--- src/rtl/riscv_bht_if.sv ---
// riscv_bht_if: fetch-lookup and execute-resolution signals of the branch history table
interface riscv_bht_if;
  logic [63:0] i_riscv_bht_fetch_pc;
  logic        o_riscv_bht_pred_taken;
  logic [63:0] o_riscv_bht_pred_target;
  logic        i_riscv_bht_ex_valid;
  logic        i_riscv_bht_ex_stall;
  logic [63:0] i_riscv_bht_ex_pc;
  logic        i_riscv_bht_ex_taken;
  logic [63:0] i_riscv_bht_ex_target;
  logic        i_riscv_bht_ex_pred_taken;
  logic [63:0] i_riscv_bht_ex_pred_target;
  logic        o_riscv_bht_mispredict;
  logic [63:0] o_riscv_bht_redirect_pc;
  modport master (
    output i_riscv_bht_fetch_pc, i_riscv_bht_ex_valid, i_riscv_bht_ex_stall, i_riscv_bht_ex_pc,
           i_riscv_bht_ex_taken, i_riscv_bht_ex_target, i_riscv_bht_ex_pred_taken,
           i_riscv_bht_ex_pred_target,
    input  o_riscv_bht_pred_taken, o_riscv_bht_pred_target, o_riscv_bht_mispredict,
           o_riscv_bht_redirect_pc
  );
  modport slave (
    input  i_riscv_bht_fetch_pc, i_riscv_bht_ex_valid, i_riscv_bht_ex_stall, i_riscv_bht_ex_pc,
           i_riscv_bht_ex_taken, i_riscv_bht_ex_target, i_riscv_bht_ex_pred_taken,
           i_riscv_bht_ex_pred_target,
    output o_riscv_bht_pred_taken, o_riscv_bht_pred_target, o_riscv_bht_mispredict,
           o_riscv_bht_redirect_pc
  );
endinterface

--- src/rtl/riscv_bht.sv ---
// riscv_bht: 2-bit counter branch history table with tagged targets; RISCV_BHT_GSHARE_EN adds gshare counter indexing
module riscv_bht #(
  parameter int ENTRIES = 64,
  parameter int IDX_W   = 6,
  parameter int TAG_W   = 8
) (
  input logic        i_riscv_bht_clk,
  input logic        i_riscv_bht_rstn,
  riscv_bht_if.slave bus
);
  logic [ENTRIES-1:0] valid;
  logic [1:0]         ctr    [ENTRIES];
  logic [TAG_W-1:0]   tag    [ENTRIES];
  logic [63:0]        target [ENTRIES];
  logic [IDX_W-1:0]   ghr, f_idx, f_cidx, e_idx, e_cidx;
  logic [TAG_W-1:0]   f_tag, e_tag;
  logic               f_hit, e_hit, upd, taken, wrong;
  logic [1:0]         e_ctr;
  logic               unused_fetch_bits;

  assign f_idx  = bus.i_riscv_bht_fetch_pc[IDX_W+1:2];
  assign f_tag  = bus.i_riscv_bht_fetch_pc[IDX_W+TAG_W+1:IDX_W+2];
  assign e_idx  = bus.i_riscv_bht_ex_pc[IDX_W+1:2];
  assign e_tag  = bus.i_riscv_bht_ex_pc[IDX_W+TAG_W+1:IDX_W+2];
  assign f_cidx = f_idx ^ ghr;
  assign e_cidx = e_idx ^ ghr;
  assign taken  = bus.i_riscv_bht_ex_taken;
  assign f_hit  = valid[f_idx] && tag[f_idx] == f_tag;
  assign e_hit  = valid[e_idx] && tag[e_idx] == e_tag;
  assign e_ctr  = ctr[e_cidx];
  assign upd    = bus.i_riscv_bht_ex_valid & ~bus.i_riscv_bht_ex_stall & i_riscv_bht_rstn;
  assign wrong  = (bus.i_riscv_bht_ex_pred_taken != taken) |
                  (taken & (bus.i_riscv_bht_ex_pred_target != bus.i_riscv_bht_ex_target));
  assign unused_fetch_bits = ^{bus.i_riscv_bht_fetch_pc[63:IDX_W+TAG_W+2], bus.i_riscv_bht_fetch_pc[1:0]};

`ifdef RISCV_BHT_GSHARE_EN
  // non-speculative global history, shifted once per resolved branch
  always_ff @(posedge i_riscv_bht_clk)
    if (!i_riscv_bht_rstn) ghr <= '0;
    else if (upd) ghr <= {ghr[IDX_W-2:0], taken};
`else
  assign ghr = '0;
`endif

  // fetch prediction and execute redirect, all held at zero during reset
  always_comb begin
    bus.o_riscv_bht_pred_taken  = i_riscv_bht_rstn & f_hit & ctr[f_cidx][1];
    bus.o_riscv_bht_pred_target = (i_riscv_bht_rstn & f_hit) ? target[f_idx] : 64'd0;
    bus.o_riscv_bht_mispredict  = upd & wrong;
    bus.o_riscv_bht_redirect_pc = !(upd & wrong) ? 64'd0 :
                                  taken ? bus.i_riscv_bht_ex_target : bus.i_riscv_bht_ex_pc + 64'd4;
  end

  // valid bits and saturating counters: train on hit, allocate weakly-taken on taken miss
  always_ff @(posedge i_riscv_bht_clk)
    if (!i_riscv_bht_rstn) begin
      valid <= '0;
      for (int i = 0; i < ENTRIES; i++) ctr[i] <= 2'b01;
    end else if (upd) begin
      if (e_hit) ctr[e_cidx] <= taken ? (e_ctr == 2'b11 ? 2'b11 : e_ctr + 2'd1)
                                      : (e_ctr == 2'b00 ? 2'b00 : e_ctr - 2'd1);
      else if (taken) begin
        valid[e_idx] <= 1'b1;
        ctr[e_cidx]  <= 2'b10;
      end
    end

  // tag and target storage is not reset; written only by taken resolutions
  always_ff @(posedge i_riscv_bht_clk)
    if (upd && taken) begin
      if (!e_hit) tag[e_idx] <= e_tag;
      target[e_idx] <= bus.i_riscv_bht_ex_target;
    end
endmodule
--- src/flat_wrapper.sv ---
// flat-port wrapper written by rule: the top's interface ports become plain ports
module riscv_bht_flat 
#(
  parameter int ENTRIES = 64,
  parameter int IDX_W   = 6,
  parameter int TAG_W   = 8
)
  (i_riscv_bht_clk, i_riscv_bht_rstn, bus_i_riscv_bht_fetch_pc, bus_i_riscv_bht_ex_valid, bus_i_riscv_bht_ex_stall, bus_i_riscv_bht_ex_pc, bus_i_riscv_bht_ex_taken, bus_i_riscv_bht_ex_target, bus_i_riscv_bht_ex_pred_taken, bus_i_riscv_bht_ex_pred_target, bus_o_riscv_bht_pred_taken, bus_o_riscv_bht_pred_target, bus_o_riscv_bht_mispredict, bus_o_riscv_bht_redirect_pc);
  riscv_bht_if bus_i ();
  input logic i_riscv_bht_clk;
  input logic i_riscv_bht_rstn;
  input wire logic [$bits(bus_i.i_riscv_bht_fetch_pc)-1:0] bus_i_riscv_bht_fetch_pc;
  input wire logic [$bits(bus_i.i_riscv_bht_ex_valid)-1:0] bus_i_riscv_bht_ex_valid;
  input wire logic [$bits(bus_i.i_riscv_bht_ex_stall)-1:0] bus_i_riscv_bht_ex_stall;
  input wire logic [$bits(bus_i.i_riscv_bht_ex_pc)-1:0] bus_i_riscv_bht_ex_pc;
  input wire logic [$bits(bus_i.i_riscv_bht_ex_taken)-1:0] bus_i_riscv_bht_ex_taken;
  input wire logic [$bits(bus_i.i_riscv_bht_ex_target)-1:0] bus_i_riscv_bht_ex_target;
  input wire logic [$bits(bus_i.i_riscv_bht_ex_pred_taken)-1:0] bus_i_riscv_bht_ex_pred_taken;
  input wire logic [$bits(bus_i.i_riscv_bht_ex_pred_target)-1:0] bus_i_riscv_bht_ex_pred_target;
  output wire logic [$bits(bus_i.o_riscv_bht_pred_taken)-1:0] bus_o_riscv_bht_pred_taken;
  output wire logic [$bits(bus_i.o_riscv_bht_pred_target)-1:0] bus_o_riscv_bht_pred_target;
  output wire logic [$bits(bus_i.o_riscv_bht_mispredict)-1:0] bus_o_riscv_bht_mispredict;
  output wire logic [$bits(bus_i.o_riscv_bht_redirect_pc)-1:0] bus_o_riscv_bht_redirect_pc;
  assign bus_i.i_riscv_bht_fetch_pc = bus_i_riscv_bht_fetch_pc;
  assign bus_i.i_riscv_bht_ex_valid = bus_i_riscv_bht_ex_valid;
  assign bus_i.i_riscv_bht_ex_stall = bus_i_riscv_bht_ex_stall;
  assign bus_i.i_riscv_bht_ex_pc = bus_i_riscv_bht_ex_pc;
  assign bus_i.i_riscv_bht_ex_taken = bus_i_riscv_bht_ex_taken;
  assign bus_i.i_riscv_bht_ex_target = bus_i_riscv_bht_ex_target;
  assign bus_i.i_riscv_bht_ex_pred_taken = bus_i_riscv_bht_ex_pred_taken;
  assign bus_i.i_riscv_bht_ex_pred_target = bus_i_riscv_bht_ex_pred_target;
  assign bus_o_riscv_bht_pred_taken = bus_i.o_riscv_bht_pred_taken;
  assign bus_o_riscv_bht_pred_target = bus_i.o_riscv_bht_pred_target;
  assign bus_o_riscv_bht_mispredict = bus_i.o_riscv_bht_mispredict;
  assign bus_o_riscv_bht_redirect_pc = bus_i.o_riscv_bht_redirect_pc;
  riscv_bht #(.ENTRIES(ENTRIES), .IDX_W(IDX_W), .TAG_W(TAG_W)) u_core (.i_riscv_bht_clk(i_riscv_bht_clk), .i_riscv_bht_rstn(i_riscv_bht_rstn), .bus(bus_i));
endmodule
--- config.mk ---
export PLATFORM = sky130hd
export DESIGN_NAME = riscv_bht_flat
export DESIGN_NICKNAME = d
export VERILOG_FILES = /design/src/rtl/riscv_bht_if.sv /design/src/rtl/riscv_bht.sv /design/src/flat_wrapper.sv
export SDC_FILE = /design/constraint.sdc
export NUM_CORES = 2
export LEC_CHECK = 0
export ABC_AREA = 0
export CORE_MARGIN = 2
export CORE_UTILIZATION = 43
export CTS_CLUSTER_DIAMETER = 120
export DETAILED_ROUTE_END_ITERATION = 7
export DONT_BUFFER_PORTS = 1
export GPL_TIMING_DRIVEN = 0
export SLEW_MARGIN = 20
export SYNTH_ARGS = -nofsm -noshare
export SYNTH_HDL_FRONTEND = slang
export SYNTH_MEMORY_MAX_BITS = 65536
export SYNTH_SLANG_ARGS = --single-unit
--- constraint.sdc ---
create_clock -name i_riscv_bht_clk -period 11.5 [get_ports i_riscv_bht_clk]
set_input_delay 2.3 -clock i_riscv_bht_clk [delete_from_list [all_inputs] [get_ports i_riscv_bht_clk]]
set_output_delay 2.3 -clock i_riscv_bht_clk [all_outputs]
set_load 0.01 [all_outputs]
==> metrics.txt <==
crit path launch type input port; min-delay src u_core.valid[34]; global-route usage over all layers 28.0%; Fill cells 35,100; DRC viols 0; Sink Count 4,800; routed via count 102,000; CP peak stage delay 0.99 ns; metal3 WL 63,600 um; Clock transition at path regs 0.07 ns; switching fraction of total power 21.7%; layout cells sized above 1 30.5%; final hold vios 0; Max Used Layer met5; relative slew slack 11.5%; post-route total power 37.0 mW; Tcrit/Tclk final 101%; Net Sw Power 8.03 mW; setup violators final 26; Max stage delay cell, worst path buf_1; Mapped Nets 8,880; Post-Route Utilization 50.1%; fin worst setup slack -0.156 ns; largest net degree at the start of global routing 71; TritonCTS clock tree done; Fmax achieved 85.8 MHz; htree depth 5; RR Startpoint u_core.tag[29][6]; Routed WL per cell 40.5 um; vias in the first global route 99,900; register share of total power 52.0%; P_int 29.0 mW; Pwr per Cell Area 166 nW/um^2; std cell rows 245; critical path capture point type output port; CTS-repair resized insts 2; grt ovf 0; clock buffer depth 4; ys flop type edfxtp_1; Clock power frac 42.6%; drt pass-1 iters 7; #FFs+latches synth 4,800; cell count after synthesis 8,617; Inst Count DP 14,900; ys async rst share 0%; final cell count without fillers 15,800; synth unique cells 77; post-synthesis sequential area ratio 74.6%; Initial Util 43.2%; Syn. warnings 0; Post-Route M1 WL 235,000 um; Final Wtd Congestion 1.01; Final Hold Slack 0.487 ns; r2r endpoint u_core.tag[16][3]; cell breakdown of the critical path clkbuf_1 > buf_2 > buf_1 > clkbuf_2 > clkbuf_2 > clkbuf_2 > buf_16 > clkbuf_1 > mux4_2 > mux4_2 > mux4_2 > nor2b_1; Die W 673 um; pre-CTS setup slack -0.642 ns; hold buffers post-CTS 0; TritonCTS Buffers 478; Routed WL 642,000 um; Root Buffer clkbuf_16; core area 445,000 sq um; Vias/cell 6.41; hold endpoint u_core.valid[34]; Max Slew Vio Count 0; Critical Path AT 9.36 ns; CP bufs+invs 8; number of synthesized flops with an enable pin 4,736; Required @ worst endpoint 9.20 ns; ANT nets after route 0; IO Pins 392; reg2reg path depth 10; clk_lat worst skew 1.07 ns; status finished, violations left; Gate power share 5.4%; WL met2 306,000 um; share of the synthesized area in the top cell type 74.0%; Slew @ Worst Pin 1.33 ns; die height 673 um; Final Critical Period 11.66 ns; initial antenna violation count 76; Max Cap Viol 0; WS Path Type input port to output port; hpwl dp 445,000 um; # port buffers 0; DR iter-0 viols 15,600; Post-CTS Setup Inserts 0; Max IR drop VDD 163 uV; Yosys top cell by area edfxtp_1; Final #Nets 9,685; area added between synthesis and finish 15.9%; Hold Crit Class register to register; first-pass GRT wire length 860,000 um; ranking of synthesized cells by area edfxtp_1 (74%), mux4_2 (19%), clkbuf_1 (0.70%); failing checks setup timing; Static Leak 68.1 nW; Post-Syn Area 192,000 sq um; maximum fanout along the worst path 10; family with the most delay on the worst path buffers and inverters; Die Area 452,000 sq um; hold path depth 2; Mapped Avg Cell Area 22.3 sq um; r2r setup slk 6.10 ns; Worst Clk Skew 0.0561 ns
-- flip-flops by register name, summed over array words and instances (netlist names) --
name / cells
u_core.target: 4096
u_core.valid: 64
u_core.ctr: 128
u_core.tag: 512
-- per-layer routing --
metal,global-route usage (%),vias up
met1,36.1,54900
met5,0,-
met2,44.5,6484
met4,14.1,16
met3,6.80,1380
li1,-,38700
-- cell usage in the layout (no fill, tap or decap), types with 73 or more instances in the layout --
cell type,Yosys,layout
clkinv_2,0,73
nor2_1,290,205
nor2b_1,79,79
buf_12,1,191
a21oi_1,73,73
nand3_1,105,105
clkbuf_2,0,83
buf_1,120,76
o21ai_0,119,119
nand2_1,178,178
buf_16,0,74
clkbuf_16,0,484
buf_2,53,85
clkinv_1,0,116
mux2i_1,111,111
clkbuf_1,357,364
diode_2,0,76
mux4_2,1602,1602
edfxtp_1,4736,4736
-- worst register-to-register path, delay by kind of cell, from the launching register on --
kind,cells,cell delay [ns]
and+or+nand+nor,5,2.21
AOI/OAI and AO/OA,2,1.19
muxes,1,0.48
DFF,1,0.38
buffers and inverters,1,0.38
xor gates and xnor gates,1,0.36
-- logic make-up after synthesis --
family / count (synthesis) / synth area share, %
AOI/OAI and AO/OA: 514 / 1.86
xor gates and xnor gates: 103 / 0.469
adders and majority gates: 1 / 0.00651
buffers and inverters: 594 / 1.32
DFF: 4800 / 74.6
muxes: 1755 / 19.6
and+or+nand+nor: 850 / 2.11
-- synthesized netlist by cell type, drive strengths merged, types with 9 or more instances --
cell type     n
a22o         20
o21a         28
a221o        28
nor4         20
clkbuf      357
o2bb2ai      15
o22ai        28
a221oi       26
nand3b       12
mux4       1602
nor2b        79
xnor2        38
xor2         65
or3          14
nor3         71
a21oi        74
nand3       105
a31oi        17
dfxtp        64
inv          28
nor2        291
nand4        18
buf         209
a22oi        72
nand2b        9
mux2i       111
a211oi       20
edfxtp     4736
mux2         42
a222oi       12
and3         18
o21ai       127
nand2       178
-- power by group through the flow --
| stage | clock, mW | combinational [mW] | sequential (mW) |
|---|---|---|---|
| finish | 15.8 | 1.98 | 19.2 |
| global route | 16.5 | 2.01 | 19.2 |
| CTS | 15.9 | 1.96 | 19.2 |
| detailed placement | 0 | 1.95 | 19.6 |
| global placement | 0 | 1.91 | 19.6 |
| floorplan | 0 | 1.13 | 19.6 |
-- per-stage QoR --
step | area, sq um | TNS, ns
3_3_place_gp | 200000 | -8584.85
6_report | 223000 | -2.24
2_1_floorplan | 192000 | 0
4_1_cts | 223000 | 0
3_5_place_dp | 207000 | -28.37
5_1_grt | 223000 | -0.0278
-- worst max-delay path by stage --
stage,from,endpoint,slack [ns],depth (start not counted)
final,bus_i_riscv_bht_fetch_pc[3],bus_o_riscv_bht_pred_target[39],-0.16,12
after global routing,bus_i_riscv_bht_fetch_pc[3],bus_o_riscv_bht_pred_target[58],-0.01,12
after CTS,bus_i_riscv_bht_fetch_pc[3],bus_o_riscv_bht_pred_target[39],0.07,12
after detailed placement,bus_i_riscv_bht_fetch_pc[3],bus_o_riscv_bht_pred_target[47],-0.64,12
after global placement,bus_i_riscv_bht_ex_pc[3],u_core.target[63][33],-6.62,10
after floorplan,bus_i_riscv_bht_ex_pc[3],u_core.target[63][0],2.55,10
-- cell type report --
cell class	count	area (sq um)	share of cell area [%]
antenna	76	190	0.0853
buffer	566	2630	1.18
clock buffer	575	12500	5.59
clock inverter	304	3180	1.43
inverter	28	105	0.0472
multi-input combinational	3223	47000	21.1
sequential	4800	143000	64.4
tap	5928	7420	3.33
timing repair buffer	325	6410	2.88
(Power assumes the default switching activity.)
